### src/rtl/vga_timing_gen.sv
// VGA raster timing and registered pixel output stage.
// Produces DrawX/DrawY for the colour mapper and aligned RGB, sync and blank.
module vga_timing_gen #(
  parameter int CLK_DIV   = 2,
  parameter int H_VISIBLE = 640,
  parameter int H_FRONT   = 16,
  parameter int H_SYNC    = 96,
  parameter int H_BACK    = 48,
  parameter int V_VISIBLE = 480,
  parameter int V_FRONT   = 10,
  parameter int V_SYNC    = 2,
  parameter int V_BACK    = 33
) (
  input  logic       Clk,
  input  logic       Reset,
  output logic       pix_ce,
  output logic [9:0] DrawX,
  output logic [9:0] DrawY,
  input  logic [7:0] in_R,
  input  logic [7:0] in_G,
  input  logic [7:0] in_B,
  output logic [7:0] VGA_R,
  output logic [7:0] VGA_G,
  output logic [7:0] VGA_B,
  output logic       VGA_HS,
  output logic       VGA_VS,
  output logic       VGA_BLANK_N,
  output logic       VGA_SYNC_N,
  output logic       frame_start,
  output logic       line_start
);

  localparam int H_TOTAL = H_VISIBLE + H_FRONT + H_SYNC + H_BACK;
  localparam int V_TOTAL = V_VISIBLE + V_FRONT + V_SYNC + V_BACK;
  localparam int DW = (CLK_DIV > 1) ? $clog2(CLK_DIV) : 1;

  localparam logic [DW-1:0] DIV_LAST = DW'(CLK_DIV - 1);
  localparam logic [9:0] H_LAST = 10'(H_TOTAL - 1);
  localparam logic [9:0] V_LAST = 10'(V_TOTAL - 1);
  localparam logic [9:0] H_VIS  = 10'(H_VISIBLE);
  localparam logic [9:0] V_VIS  = 10'(V_VISIBLE);
  localparam logic [9:0] HS_BEG = 10'(H_VISIBLE + H_FRONT);
  localparam logic [9:0] HS_END = 10'(H_VISIBLE + H_FRONT + H_SYNC);
  localparam logic [9:0] VS_BEG = 10'(V_VISIBLE + V_FRONT);
  localparam logic [9:0] VS_END = 10'(V_VISIBLE + V_FRONT + V_SYNC);

  logic [DW-1:0] div;
  logic [9:0]    hc;
  logic [9:0]    vc;
  logic          vis;
  logic          hs_act;
  logic          vs_act;
  logic          h_end;
  logic          v_end;

  always_comb begin
    pix_ce      = (div == DIV_LAST);
    h_end       = (hc == H_LAST);
    v_end       = (vc == V_LAST);
    vis         = (hc < H_VIS) && (vc < V_VIS);
    hs_act      = (hc >= HS_BEG) && (hc < HS_END);
    vs_act      = (vc >= VS_BEG) && (vc < VS_END);
    line_start  = pix_ce && (hc == '0);
    frame_start = line_start && (vc == '0);
    DrawX       = hc;
    DrawY       = vc;
    VGA_SYNC_N  = 1'b0;
  end

  always_ff @(posedge Clk) begin
    if (Reset) begin
      div         <= '0;
      hc          <= '0;
      vc          <= '0;
      VGA_R       <= '0;
      VGA_G       <= '0;
      VGA_B       <= '0;
      VGA_HS      <= 1'b1;
      VGA_VS      <= 1'b1;
      VGA_BLANK_N <= 1'b0;
    end else begin
      div <= pix_ce ? '0 : div + DW'(1);
      if (pix_ce) begin
        // End of line carries into the line counter; both wrap at frame end.
        if (h_end) begin
          hc <= '0;
          vc <= v_end ? '0 : vc + 10'd1;
        end else begin
          hc <= hc + 10'd1;
        end
        VGA_R       <= vis ? in_R : 8'd0;
        VGA_G       <= vis ? in_G : 8'd0;
        VGA_B       <= vis ? in_B : 8'd0;
        VGA_HS      <= ~hs_act;
        VGA_VS      <= ~vs_act;
        VGA_BLANK_N <= vis;
      end
    end
  end

endmodule
### config.mk
export PLATFORM = sky130hd
export DESIGN_NAME = vga_timing_gen
export DESIGN_NICKNAME = d
export VERILOG_FILES = /design/src/rtl/vga_timing_gen.sv
export SDC_FILE = /design/constraint.sdc
export NUM_CORES = 1
export LEC_CHECK = 0
export CAP_MARGIN = 5
export CORE_MARGIN = 1.5
export CORE_UTILIZATION = 43
export CTS_CLUSTER_DIAMETER = 50
export DETAILED_ROUTE_END_ITERATION = 6
export PLACE_DENSITY = 0.77
export SYNTH_ARGS = -nofsm -noshare
export SYNTH_HDL_FRONTEND = slang
export SYNTH_SLANG_ARGS = --single-unit
### constraint.sdc
create_clock -name Clk -period 2.5 [get_ports Clk]
set_clock_uncertainty 0.15 [all_clocks]
set_input_delay 0.5 -clock Clk [delete_from_list [all_inputs] [get_ports Clk]]
set_output_delay 0.5 -clock Clk [all_outputs]
set_load 0.02 [all_outputs]
==> results_dict.tcl, run 1 <==
set metrics [dict create \
    status "complete, no violations" \
    synth_cells 197 \
    startpoint "DrawX[9]" \
    syn_nets 227 \
    first_global_vias 1723 \
    synthTopCellsByCount "dfxtp_1, a22o_1, a21oi_1, nor2_1" \
    regArea_um2 961 \
    synth_area_leaders "dfxtp_1, a22o_1, xor2_1" \
    vias_per_cell 5.40 \
    fillers 363 \
    multi_input_area_um2 918 \
    synthMuxAreaShare_pct 0 \
    synth_compound_area_share_pct 17.4 \
    ys.flop_type "dfxtp_1" \
    postCtsHoldBufs 0 \
    initial_utilization_pct 44.7 \
    path_class "reg -> out" \
    n_antenna_cell 0 \
    ys_warn_count 0 \
    syn_to_final_growth_pct 50.2 \
    core_region_area_um2 4350 \
    yosysSeqAreaShare_pct 49.3 \
    synth_most_common_cell "dfxtp_1" \
    fmax_mhz 421 \
    end_kind "output pin" \
    fin_nets 310 \
    port_buffers 75 \
    grt_pass1_wl_um 7810 \
    hold_violations 0 \
    setup_viol 0 \
    rows 24 \
    leakagePower_nw 1.07 \
    syn_avg_cell_area_um2 9.89 \
    yosys.area.top_type "dfxtp_1" \
    fp.dieH_um 70.3 \
    drc 0 \
    critical_path_arrival_ps 1730 \
    finalWirelength_um 4820 \
    worstSetupStartpointType "flop" \
    first_iter_violations 80 \
    worst-path-max-fanout 6 \
    dieWidth_um 70.3 \
    synth.distinct_cells 38 \
    design_area_um2 2930 \
    clkSinkCount 48 \
    die-area_um2 4940 \
    path_clk_slew_ps 90 \
    period_needed_ps 2380 \
    grt-ovfl-total 0 \
    hold_path_class "reg -> reg" \
    synth_edf_count 0 \
    cp.required_ps 1850 \
    synth_fa_ha_area_share_pct 2.57 \
    dr.pass1.iters 4 \
    clkLatencyLatePin_ps 300 \
    ctsLongestPathBuffers 2 \
    dp_hpwl_um 3320 \
    ant_nets 0 \
    synth_top_cell_area_share_pct 49.3 \
    async_flop_share_pct 0 \
    hold_start "VGA_BLANK_N" \
    io-pin-count 77 \
    wl_per_cell_um 14.5 \
    tns_ps 0 \
    vdd_drop_max_mv 0.355 \
    slew_violations 0 \
    grt_max_degree 26 \
    cts_root_buf "clkbuf_8" \
    cts.htree.levels 2 \
    synth_xor_area_share_pct 4.95 \
    numCtsBuffers 5 \
    place_area_um2 2800 \
    antenna_found_initial 0 \
    grt_setup_unrepaired "no" \
    dp_cells 325 \
    gr-usage-all-layers_pct 19.7 \
    cts_tree "done" \
    finalNonFillerCells 333 \
    synth_seq_cells 48 \
    gp_congestion 0.863 \
    powerDensity_nw_per_um2 552 \
    fin_crit_sh_pct 95.1 \
    reg2reg_from "DrawX[8]" \
    via_count 1797 \
    yosys.area_share.simple_pct 21.3 \
    layout-drive-gt1-share_pct 8.90 \
    max_cap_violations 0 \
    synth_top_family_by_area "simple AND/OR/NAND/NOR gates" \
    total_power_mw 1.62 \
    synth_area_um2 1950 \
]
cells by family after synthesis:
logic type / after synthesis
buffers and inverters: 17
AO/OA/AOI/OAI: 45
flip-flops: 48
adder cells (fa/ha/maj): 4
XOR/XNOR: 11
AND/OR/NAND/NOR: 71
other: 1
metrics by stage:
stage	worst slack [ps]	utilization, %	hold WS, ps
2_1_floorplan	226	-	422
3_3_place_gp	194	64.3	289
3_5_place_dp	184	64.3	302
4_1_cts	105	67.1	328
5_1_grt	16.3	67.2	338
6_report	123	67.2	322
layout by cell type, fill, tap and decap left out, types with 5 or more instances in the layout:
cell type        synthesis  routed
nand3_1                 10      10
nand2_1                 10      10
inv_1                    6       6
buf_4                    1      12
nor3_1                  10      10
clkdlybuf4s50_1          0      73
xor2_1                   7       7
a22o_1                  24      24
dfxtp_1                 48      48
nor2_1                  11      11
a21oi_1                 11      11
clkbuf_8                 0       6
and4_1                   5       5
flip-flops by register name (all words and copies together), names as in the netlist:
| signal | count |
|---|---|
| VGA_HS | 1 |
| DrawY | 10 |
| VGA_R | 8 |
| VGA_BLANK_N | 1 |
| DrawX | 10 |
| pix_ce | 1 |
| VGA_VS | 1 |
| VGA_B | 8 |
| VGA_G | 8 |
final timing paths:
| kind | endpoint | slack [ps] | depth (start not counted) |
|---|---|---|---|
| setup reg to reg | DrawY[6] | 290 | 4 |
| hold reg to reg | VGA_BLANK_N | 320 | 1 |
| hold / removal | VGA_BLANK_N | 320 | 1 |
| setup / recovery | frame_start | 120 | 4 |
worst max-delay path, cell delays in order (launching register included):
cell and delay, ps:
dfxtp_1 380, nor4b_2 300, and4_1 240, and4_1 170
dlygate4sd2_1 330
where the power goes:
group | switching [mW] | internal, mW | leakage [nW] | total [mW]
Sequential | 0.0172 | 0.793 | 0.391 | 0.810
Combinational | 0.0949 | 0.116 | 0.620 | 0.211
Clock | 0.267 | 0.327 | 0.0614 | 0.594
cell type report:
| cell class | count | share of cell area (%) |
|---|---|---|
| Clock inverter | 2 | 1.33 |
| Inverter | 6 | 0.770 |
| Multi-Input combinational cell | 132 | 31.4 |
| Tap cell | 52 | 2.22 |
| Clock buffer | 6 | 2.82 |
| Timing Repair Buffer | 87 | 28.6 |
| Sequential cell | 48 | 32.8 |
repair_timing:
item                                    4_1_cts  5_1_grt
setup buffers                                 0        0
endpoints found under the setup margin        2        1
endpoints found under the hold margin         0        0
gates resized for setup                       2        1
layer usage:
layer | wire (um) | GRT usage [%]
met5 | 0 | 0
met4 | 76 | 7.69
met3 | 395 | 6.93
met1 | 2240 | 24.7
met2 | 2110 | 31.0
Note: power is estimated with default switching activity, not from simulation.
==> inputs of run 2 (changes only) <==
--- a/config.mk
+++ b/config.mk
@@ -7,10 +7,11 @@
 export LEC_CHECK = 0
 export CAP_MARGIN = 5
 export CORE_MARGIN = 1.5
-export CORE_UTILIZATION = 43
+export CORE_UTILIZATION = 45
+export CTS_BUF_LIST = sky130_fd_sc_hd__clkbuf_4
 export CTS_CLUSTER_DIAMETER = 50
 export DETAILED_ROUTE_END_ITERATION = 6
-export PLACE_DENSITY = 0.77
+export PLACE_DENSITY = 0.8
 export SYNTH_ARGS = -nofsm -noshare
 export SYNTH_HDL_FRONTEND = slang
 export SYNTH_SLANG_ARGS = --single-unit
==> run 2 against run 1 <==
Critical path depth is the same. Critical path type unchanged. Combinational power is essentially flat. Sequential power is essentially flat.
==> results_dict.tcl, run 2 (same netlist as run 1, synthesis figures left out) <==
set metrics [dict create \
    via_count 1818 \
    leakagePower_nw 1.04 \
    rows 23 \
    design_area_um2 2860 \
    cts_tree "done" \
    wl_per_cell_um 14.5 \
    p_clk_share_pct 24.8 \
    hold_violations 0 \
    swShare_pct 25.6 \
    final_cell_mix "clkdlybuf4s50_1, dfxtp_1, a22o_1" \
    grt_pass1_wl_um 7580 \
    finalWirelength_um 4820 \
    fin_crit_sh_pct 91.8 \
    fin_nets 312 \
    reg2reg_from "DrawX[0]" \
    hold_path_class "reg -> reg" \
    first_iter_violations 161 \
    wl_met1_um 2140 \
    first_global_vias 1585 \
    final_util_pct 69.9 \
    antenna_found_initial 0 \
    gp_congestion 0.865 \
    postCtsHoldBufs 0 \
    end_kind "output pin" \
    layout_commonest_cell "clkdlybuf4s50_1" \
    die-area_um2 4730 \
    worstMarginPinSlew_ps 551 \
    period_needed_ps 2300 \
    dr.pass1.iters 6 \
    initial_utilization_pct 47.7 \
    total_power_mw 1.36 \
    worst-path-max-fanout 2 \
    critical_path_arrival_ps 1650 \
    ant_nets 0 \
    place_area_um2 2810 \
    layout-drive-gt1-share_pct 9.22 \
    timing.reg2reg.worst_path_depth 5 \
    io-pin-count 77 \
    dp_hpwl_um 3540 \
    numCtsBuffers 5 \
    n_antenna_cell 0 \
    cp.required_ps 1850 \
    power_frac_comb_pct 15.6 \
    tns_ps 0 \
    drc 0 \
    slew_headroom_pct 63.0 \
    worstSetupStartpointType "flop" \
    post_cts_buffers 0 \
    clkLatencyLatePin_ps 350 \
    grt_setup_unrepaired "no" \
    path_clk_slew_ps 130 \
    hold_depth 1 \
    port_buffers 75 \
    reg2reg_slack_ps 270 \
    seqPwrFrac_pct 59.6 \
    cts.htree.levels 2 \
    dr_wl_met3_um 404 \
    fmax_mhz 436 \
    met2_length_um 2250 \
    top_layer_used "met4" \
    r2r_end "DrawY[5]" \
    vias_per_cell 5.48 \
    status "complete, no violations" \
    gr-usage-all-layers_pct 21.5 \
    vdd_drop_max_mv 0.345 \
    hold_start "VGA_BLANK_N" \
    slew_violations 0 \
    core_region_area_um2 4090 \
    fp.dieH_um 68.8 \
    internal_power_mw 1.01 \
    ctsLongestPathBuffers 2 \
    grt-ovfl-total 0 \
    grt_max_degree 26 \
    clkSinkCount 48 \
    setup_viol 0 \
    p_sw_mw 0.349 \
    syn_to_final_growth_pct 46.7 \
    powerDensity_nw_per_um2 476 \
    dp_slack_ps 167 \
    dieWidth_um 68.8 \
    min_to "VGA_BLANK_N" \
    setup_slack_ps 204 \
    cts_root_buf "clkbuf_4" \
    path_class "reg -> out" \
    max_cap_violations 0 \
]
run 2: stage by stage:
stage | hold WS (ps) | cells
final | 335 | 332
after global routing | 360 | 332
after CTS | 344 | 332
after detailed placement | 304 | 325
after global placement | 286 | 325
after floorplan | 422 | 197
run 2: routing by layer:
metal | vias to the layer above | track usage, %
li1 | 895 | -
met1 | 855 | 29.9
met2 | 62 | 31.7
met3 | 6 | 7.63
met4 | 0 | 5.15
met5 | - | 0
run 2: cell type report:
cell class	instances	area [um^2]
Multi-Input combinational cell	132	912
Clock buffer	5	37.5
Fill cell	338	1230
Timing Repair Buffer	89	850
Tap cell	50	62.6
Inverter	6	22.5
Sequential cell	48	961
Clock inverter	2	12.5
run 2: power by group through the flow:
stage	clock network (mW)	registers (mW)	logic, mW
global placement	0	0.827	0.214
detailed placement	0	0.827	0.217
global route	0.385	0.816	0.226
CTS	0.351	0.812	0.215
finish	0.338	0.811	0.212
floorplan	0	0.862	0.0604
run 2: worst max path at each step:
stage	to	slack (ps)	startpoint
2_1_floorplan	frame_start	230	pix_ce
3_3_place_gp	frame_start	190	DrawX[6]
3_5_place_dp	frame_start	170	DrawX[6]
4_1_cts	frame_start	40	DrawX[6]
5_1_grt	DrawY[6]	100	DrawX[0]
6_report	frame_start	200	DrawX[9]
run 2: what timing repair did:
action | CTS | global route
setup endpoints to repair | 2 | 1
resized for setup | 2 | 2
pin swaps | 0 | 0
hold endpoints to repair | 0 | 0
run 2: worst max-delay path, cell delays in order (launching register included):
cell	delay, ps
dfxtp_1	340
nor4b_1	340
and4_1	250
and4_1	190
clkbuf_2	170
